<file path="src/rtl/framer_pkg.sv">
// Shared definitions for the AXI-beat-to-UART framer: FSM state encoding,
// default sync bytes and the frame-length helper.
package framer_pkg;

  typedef enum logic [2:0] {
    IDLE  = 3'd0,
    HDR0  = 3'd1,
    HDR1  = 3'd2,
    TAG   = 3'd3,
    LOAD  = 3'd4,
    SHIFT = 3'd5,
    CSUM  = 3'd6
  } state_t;

  localparam logic [7:0] HEADER0_DEFAULT = 8'hAA;
  localparam logic [7:0] HEADER1_DEFAULT = 8'h55;

  // Two sync bytes plus the tag lead every frame; one checksum byte ends it.
  localparam int HEADER_BYTES = 3;
  localparam int CSUM_BYTES   = 1;

  // Total bytes on the wire for a full-length frame.
  function automatic int frame_len(input int data_byte_width, input int data_depth);
    return HEADER_BYTES + data_byte_width * data_depth + CSUM_BYTES;
  endfunction

endpackage

</file>
<file path="src/rtl/beat_shift_reg.sv">
// Single-beat holding register with a little-endian byte selector.
// i_load captures a beat and rewinds to byte 0; i_advance steps one byte.
module beat_shift_reg #(
  parameter int DATA_BYTE_WIDTH = 32
) (
  input  logic                         clk,
  input  logic                         rst_n,
  input  logic                         i_load,
  input  logic [DATA_BYTE_WIDTH*8-1:0] i_load_data,
  input  logic                         i_advance,
  output logic [7:0]                   o_byte,
  output logic                         o_last_byte
);

  localparam int IDX_W = $clog2(DATA_BYTE_WIDTH);
  localparam logic [IDX_W-1:0] LAST_IDX = IDX_W'(DATA_BYTE_WIDTH - 1);

  logic [DATA_BYTE_WIDTH-1:0][7:0] r_hold;
  logic [IDX_W-1:0]                r_byte_idx;

  // Capture the accepted beat; byte 0 sits in bits [7:0].
  // NOTE: pure datapath storage is not reset -- its contents are only ever
  // observed after a load, so a reset would cost routing and buy nothing.
  always_ff @(posedge clk) begin
    if (i_load) begin
      r_hold <= i_load_data;
    end
  end

  // Byte pointer: rewinds on load, steps on each accepted byte, wraps naturally.
  // NOTE: sequential state uses non-blocking assignments so every flop
  // samples pre-edge values regardless of process evaluation order.
  always_ff @(posedge clk or negedge rst_n) begin
    if (!rst_n) begin
      r_byte_idx <= '0;
    end else if (i_load) begin
      r_byte_idx <= '0;
    end else if (i_advance) begin
      r_byte_idx <= r_byte_idx + IDX_W'(1);
    end
  end

  assign o_byte      = r_hold[r_byte_idx];
  assign o_last_byte = (r_byte_idx == LAST_IDX);

endmodule

</file>
<file path="src/rtl/axi_beat_uart_framer.sv">
// Serializes one window dump of AXI read beats into a framed UART byte
// stream: HEADER0, HEADER1, tag, payload (little-endian per beat), XOR csum.
// A single holding register decouples the AXI burst from the byte stream.
module axi_beat_uart_framer
  import framer_pkg::*;
#(
  parameter int         DATA_BYTE_WIDTH = 32,
  parameter int         DATA_DEPTH      = 16,
  parameter logic [7:0] HEADER0         = HEADER0_DEFAULT,
  parameter logic [7:0] HEADER1         = HEADER1_DEFAULT
) (
  input  logic                         clk,
  input  logic                         rst_n,
  input  logic                         frame_start,
  input  logic [7:0]                   frame_tag,
  input  logic [DATA_BYTE_WIDTH*8-1:0] beat_data,
  input  logic                         beat_valid,
  input  logic                         beat_last,
  output logic                         beat_ready,
  output logic [7:0]                   tx_data,
  output logic                         tx_valid,
  input  logic                         tx_ready,
  output logic                         busy,
  output logic                         frame_done,
  output logic                         err_len
);

  localparam int BCNT_W = $clog2(DATA_DEPTH + 1);
  localparam logic [BCNT_W-1:0] DEPTH_CNT = BCNT_W'(DATA_DEPTH);

  state_t              r_state;
  state_t              w_next_state;
  logic [7:0]          r_tag;
  logic [7:0]          r_csum;
  logic [BCNT_W-1:0]   r_beat_cnt;
  logic                r_last;
  logic                r_beat_ready;
  logic                r_frame_done;
  logic                r_err_len;

  logic                w_tx_fire;
  logic                w_beat_fire;
  logic                w_start;
  logic                w_advance;
  logic                w_payload_end;
  logic                w_end_frame;
  logic                w_len_err;
  logic [7:0]          w_shift_byte;
  logic                w_last_byte;
  logic [7:0]          w_tx_data;

  assign w_tx_fire     = tx_valid && tx_ready;
  assign w_beat_fire   = beat_valid && r_beat_ready;
  assign w_start       = (r_state == IDLE) && frame_start;
  assign w_advance     = (r_state == SHIFT) && w_tx_fire;
  assign w_payload_end = w_advance && w_last_byte;
  // The frame ends on the burst's own last flag or when the window is full.
  assign w_end_frame   = r_last || (r_beat_cnt == DEPTH_CNT);
  // Last arriving early (short burst) or never arriving (overlong burst).
  assign w_len_err     = (r_last && (r_beat_cnt != DEPTH_CNT)) ||
                         (!r_last && (r_beat_cnt == DEPTH_CNT));

  beat_shift_reg #(
    .DATA_BYTE_WIDTH (DATA_BYTE_WIDTH)
  ) u_shift (
    .clk         (clk),
    .rst_n       (rst_n),
    .i_load      (w_beat_fire),
    .i_load_data (beat_data),
    .i_advance   (w_advance),
    .o_byte      (w_shift_byte),
    .o_last_byte (w_last_byte)
  );

  // Next-state logic: every byte-emitting state waits for its UART handshake.
  // NOTE: combinational blocks assign a default first so no path leaves a
  // variable unassigned, which would infer a latch.
  always_comb begin
    w_next_state = r_state;
    unique case (r_state)
      IDLE:    if (frame_start)   w_next_state = HDR0;
      HDR0:    if (w_tx_fire)     w_next_state = HDR1;
      HDR1:    if (w_tx_fire)     w_next_state = TAG;
      TAG:     if (w_tx_fire)     w_next_state = LOAD;
      LOAD:    if (w_beat_fire)   w_next_state = SHIFT;
      SHIFT:   if (w_payload_end) w_next_state = w_end_frame ? CSUM : LOAD;
      CSUM:    if (w_tx_fire)     w_next_state = IDLE;
      default:                    w_next_state = IDLE;
    endcase
  end

  // State register plus the registered beat_ready, raised on entry to LOAD.
  always_ff @(posedge clk or negedge rst_n) begin
    if (!rst_n) begin
      r_state      <= IDLE;
      r_beat_ready <= 1'b0;
    end else begin
      r_state      <= w_next_state;
      r_beat_ready <= (w_next_state == LOAD);
    end
  end

  // Per-frame bookkeeping: tag, beat count and the latched last flag.
  always_ff @(posedge clk or negedge rst_n) begin
    if (!rst_n) begin
      r_tag      <= '0;
      r_beat_cnt <= '0;
      r_last     <= 1'b0;
    end else if (w_start) begin
      r_tag      <= frame_tag;
      r_beat_cnt <= '0;
      r_last     <= 1'b0;
    end else if (w_beat_fire) begin
      r_beat_cnt <= r_beat_cnt + BCNT_W'(1);
      r_last     <= beat_last;
    end
  end

  // Running XOR over the tag and every payload byte actually sent.
  always_ff @(posedge clk or negedge rst_n) begin
    if (!rst_n) begin
      r_csum <= '0;
    end else if (w_start) begin
      r_csum <= '0;
    end else if ((r_state == TAG) && w_tx_fire) begin
      r_csum <= r_csum ^ r_tag;
    end else if (w_advance) begin
      r_csum <= r_csum ^ w_shift_byte;
    end
  end

  // Completion pulse after the checksum leaves, and the sticky length flag.
  always_ff @(posedge clk or negedge rst_n) begin
    if (!rst_n) begin
      r_frame_done <= 1'b0;
      r_err_len    <= 1'b0;
    end else begin
      r_frame_done <= (r_state == CSUM) && w_tx_fire;
      if (w_start) begin
        r_err_len <= 1'b0;
      end else if (w_payload_end && w_len_err) begin
        r_err_len <= 1'b1;
      end
    end
  end

  // Byte presented to the UART; held by the state/pointer until accepted.
  always_comb begin
    w_tx_data = 8'h00;
    unique case (r_state)
      HDR0:    w_tx_data = HEADER0;
      HDR1:    w_tx_data = HEADER1;
      TAG:     w_tx_data = r_tag;
      SHIFT:   w_tx_data = w_shift_byte;
      CSUM:    w_tx_data = r_csum;
      default: w_tx_data = 8'h00;
    endcase
  end

  assign tx_data    = w_tx_data;
  assign tx_valid   = (r_state == HDR0) || (r_state == HDR1) || (r_state == TAG) ||
                      (r_state == SHIFT) || (r_state == CSUM);
  assign busy       = (r_state != IDLE);
  assign beat_ready = r_beat_ready;
  assign frame_done = r_frame_done;
  assign err_len    = r_err_len;

endmodule

</file>
<file path="config.mk">
export PLATFORM = sky130hd
export DESIGN_NAME = axi_beat_uart_framer
export DESIGN_NICKNAME = d
export VERILOG_FILES = /design/src/rtl/framer_pkg.sv /design/src/rtl/beat_shift_reg.sv /design/src/rtl/axi_beat_uart_framer.sv
export SDC_FILE = /design/constraint.sdc
export NUM_CORES = 1
export LEC_CHECK = 0
export CAP_MARGIN = 40
export CORE_MARGIN = 4
export CORE_UTILIZATION = 50
export CTS_CLUSTER_DIAMETER = 100
export CTS_CLUSTER_SIZE = 12
export DETAILED_ROUTE_END_ITERATION = 8
export HOLD_SLACK_MARGIN = 0.03
export PLACE_DENSITY = 0.81
export SLEW_MARGIN = 15
export SYNTH_ARGS = -nofsm -noshare
export SYNTH_HDL_FRONTEND = slang
export SYNTH_HIERARCHICAL = 1
export SYNTH_SLANG_ARGS = --single-unit
</file>
<file path="constraint.sdc">
create_clock -name clk -period 22.2 [get_ports clk]
set_clock_uncertainty 0.15 [all_clocks]
set_input_delay 4.44 -clock clk [delete_from_list [all_inputs] [get_ports clk]]
set_output_delay 4.44 -clock clk [all_outputs]
set_load 0.02 [all_outputs]
</file>
==> flow_summary.json <==
{
  "initial_core_util": 0.511,
  "root_buffer": "clkbuf_16",
  "cts.htree.levels": 1,
  "finalHoldWorstSlack_ns": 0.381,
  "grt_use_total": 0.218,
  "path_clk_slew_ns": 0.06,
  "row_count": 55,
  "area_growth_pct": 34.1,
  "clk_latency_ns": 0.55,
  "synthCells": 634,
  "met3_usage": 0.0459,
  "io_buffers": 282,
  "cts_resized": 0,
  "drv_cap": 0,
  "critPathMaxFanout": 43,
  "route.detailed.drc": 0,
  "synth_ff_type": "edfxtp_1",
  "vias": 6850,
  "wl_per_cell_microns": 23.3,
  "grt-ovfl-total": 0,
  "grt_pass1_vias": 7255,
  "netlist_area_sq_um": 11600,
  "power.density_nw_per_um2": 105,
  "yosysWarnings": 6,
  "worst_setup_path_start_kind": "register",
  "syn_avg_cell_area_sq_um": 18.3,
  "min-delay-start": "r_last$_DFFE_PN0P_",
  "drive_above_1_share": 0.101,
  "post-cts-setup-buffers": 0,
  "required_ns": 17.61,
  "grt_busiest_layer": "met2",
  "cts.sinks": 289,
  "routed_via_density": 5.59,
  "post-route-period-util": 0.400,
  "worstSetupPathType": "register to output port",
  "grt_max_degree": 64,
  "cts_tree": "done",
  "max_freq_mhz": 113,
  "syn_nets": 909,
  "cp-end-kind": "output port",
  "synth-seq-cells": 289,
  "die-height_microns": 160,
  "finalMaxSlewViolations": 0,
  "die_w_microns": 160,
  "startpoint": "u_shift/r_byte_idx[0]$_DFFE_PN0P_",
  "hp-class": "register to register",
  "timing.slew.headroom": 0.464,
  "tns_ns": 0,
  "io-pin-count": 283,
  "final_common_cell": "clkdlybuf4s50_1",
  "async_reset_ff_frac": 0.114,
  "worst_r2r_startpoint": "u_shift/r_byte_idx[0]$_DFFE_PN0P_",
  "postRouteAntennaNets": 0,
  "hpwl_mm": 21.0,
  "yosysSeqAreaShare": 0.734,
  "synth_cell_types": 44,
  "final_nets": 1193,
  "finalWirelength_mm": 28.6,
  "grt_use_met1": 0.282,
  "first_pass_iters": 6,
  "status": "finished, final reports clean",
  "fp.dieArea_sq_um": 25700,
  "grt_setup_unrepaired": "no",
  "synth_edf_count": 256,
  "core_area_sq_um": 22700,
  "finalHoldViolCount": 0,
  "clockBufferDepth": 3,
  "drtIter0Drc": 615,
  "grt_pass1_wl_mm": 42.5,
  "diodes": 0,
  "finalSetupViolCount": 0,
  "antenna_found_initial": 0,
  "place.gp.congestion": 0.797,
  "ctsHoldBuffers": 0,
  "cts_buffers": 28,
  "leakagePower_nw": 5.17,
  "ir_drop_mv": 0.0885,
  "final_cell_mix": "clkdlybuf4s50_1, edfxtp_1, mux2i_1",
  "worstPathArrival_ns": 4.30,
  "grtUsageMet2": 0.386,
  "worst_pin_slew_ns": 0.801,
  "min_period_ns": 8.89
}
## stage by stage
stage | power (W) | utilization | setup WS (ns) | instance area [sq um] | std cells
3_5_place_dp | 0.00121 | 0.648 | 13.79 | 14700 | 1173
3_3_place_gp | 0.00119 | 0.644 | 13.82 | 14600 | 1168
4_1_cts | 0.00165 | 0.685 | 13.22 | 15500 | 1225
5_1_grt | 0.00172 | 0.685 | 12.94 | 15500 | 1225
2_1_floorplan | 0.00107 | - | 9.00 | 11600 | 634
6_report | 0.00164 | 0.685 | 13.31 | 15500 | 1225
## synth_stat cells, types with 5 or more instances
library cell    n  area (sq um)
clkbuf_1       12          45.0
mux2i_1        64           641
ha_1            5          62.6
mux4_2         39           878
or3_1          10          62.6
o22ai_1        11          68.8
buf_2          13          65.1
o21ai_0        19          95.1
a211oi_1        8          60.1
mux2_2          8          90.1
o221ai_1        8          70.1
inv_1           9          33.8
edfxtp_1      256          7690
nand2_1         8          30.0
a22o_1          7          61.3
nor2_1         20          75.1
buf_4           6          45.0
nor2b_1         8          50.1
a22oi_1        15           113
dfrtp_1        33           826
a221oi_1        8          70.1
a21oi_1        21           105
## critical path: stages (launching register included)
cell	delay, ns
dfrtp_4	0.92
buf_4	0.66
mux4_2	0.59
a211oi_1	0.36
a22oi_1	0.26
o2bb2ai_1	0.18
a22o_1	0.21
clkdlybuf4s50_1	0.54
## flip-flops by register name, summed over array words and instances (netlist names)
| register | cells |
|---|---|
| beat_ready | 1 |
| err_len | 1 |
| frame_done | 1 |
| r_beat_cnt | 5 |
| r_csum | 8 |
| r_last | 1 |
| r_state | 3 |
| r_tag | 8 |
| u_shift/r_byte_idx | 5 |
| u_shift/r_hold | 256 |
## power by group
| group | switching [W] | internal [W] | leakage [nW] | total, W |
|---|---|---|---|---|
| registers | 0.0000725 | 0.000690 | 2.74 | 0.000763 |
| logic | 0.000215 | 0.000226 | 2.04 | 0.000441 |
| clock network | 0.000193 | 0.000239 | 0.388 | 0.000432 |
## area by class of cell
type                       count  area, sq um
inverter                      11         41.3
clock inverter                 2         41.3
multi-input combinational    295         2830
tap                          285          357
fill                        1532         7160
clock buffer                  50          783
sequential                   289         8520
timing repair buffer         293         2970
## path summary, 6_finish.rpt
kind | endpoint | slack [ns] | cells after the start
min in group asynchronous | frame_done$_DFF_PN0_ | 4.17 | 2
min | r_last$_DFFE_PN0P_ | 0.38 | 2
max | tx_data[3] | 13.31 | 7
max in group asynchronous | u_shift/r_byte_idx[1]$_DFFE_PN0P_ | 17.38 | 2
max reg2reg | r_csum[6]$_DFFE_PN0P_ | 18.49 | 8
min reg2reg | r_last$_DFFE_PN0P_ | 0.38 | 2
## cells by family (layout without fill, tap and decap cells)
logic type | after synthesis | after routing | share of synthesized area
compound gates | 107 | 107 | 0.0628
simple gates | 64 | 64 | 0.0309
xor+xnor | 7 | 7 | 0.00529
fa+ha+maj | 6 | 6 | 0.00626
flops | 289 | 289 | 0.734
buf+inv | 50 | 356 | 0.0221
mux | 111 | 111 | 0.139
## routing by layer
metal  part of all wire  up-vias
met2               0.52      299
li1                   -     3140
met1               0.39     3376
met4              0.021        0
met3              0.067       35
met5                  0        -
Note: power is estimated with default switching activity, not from simulation.
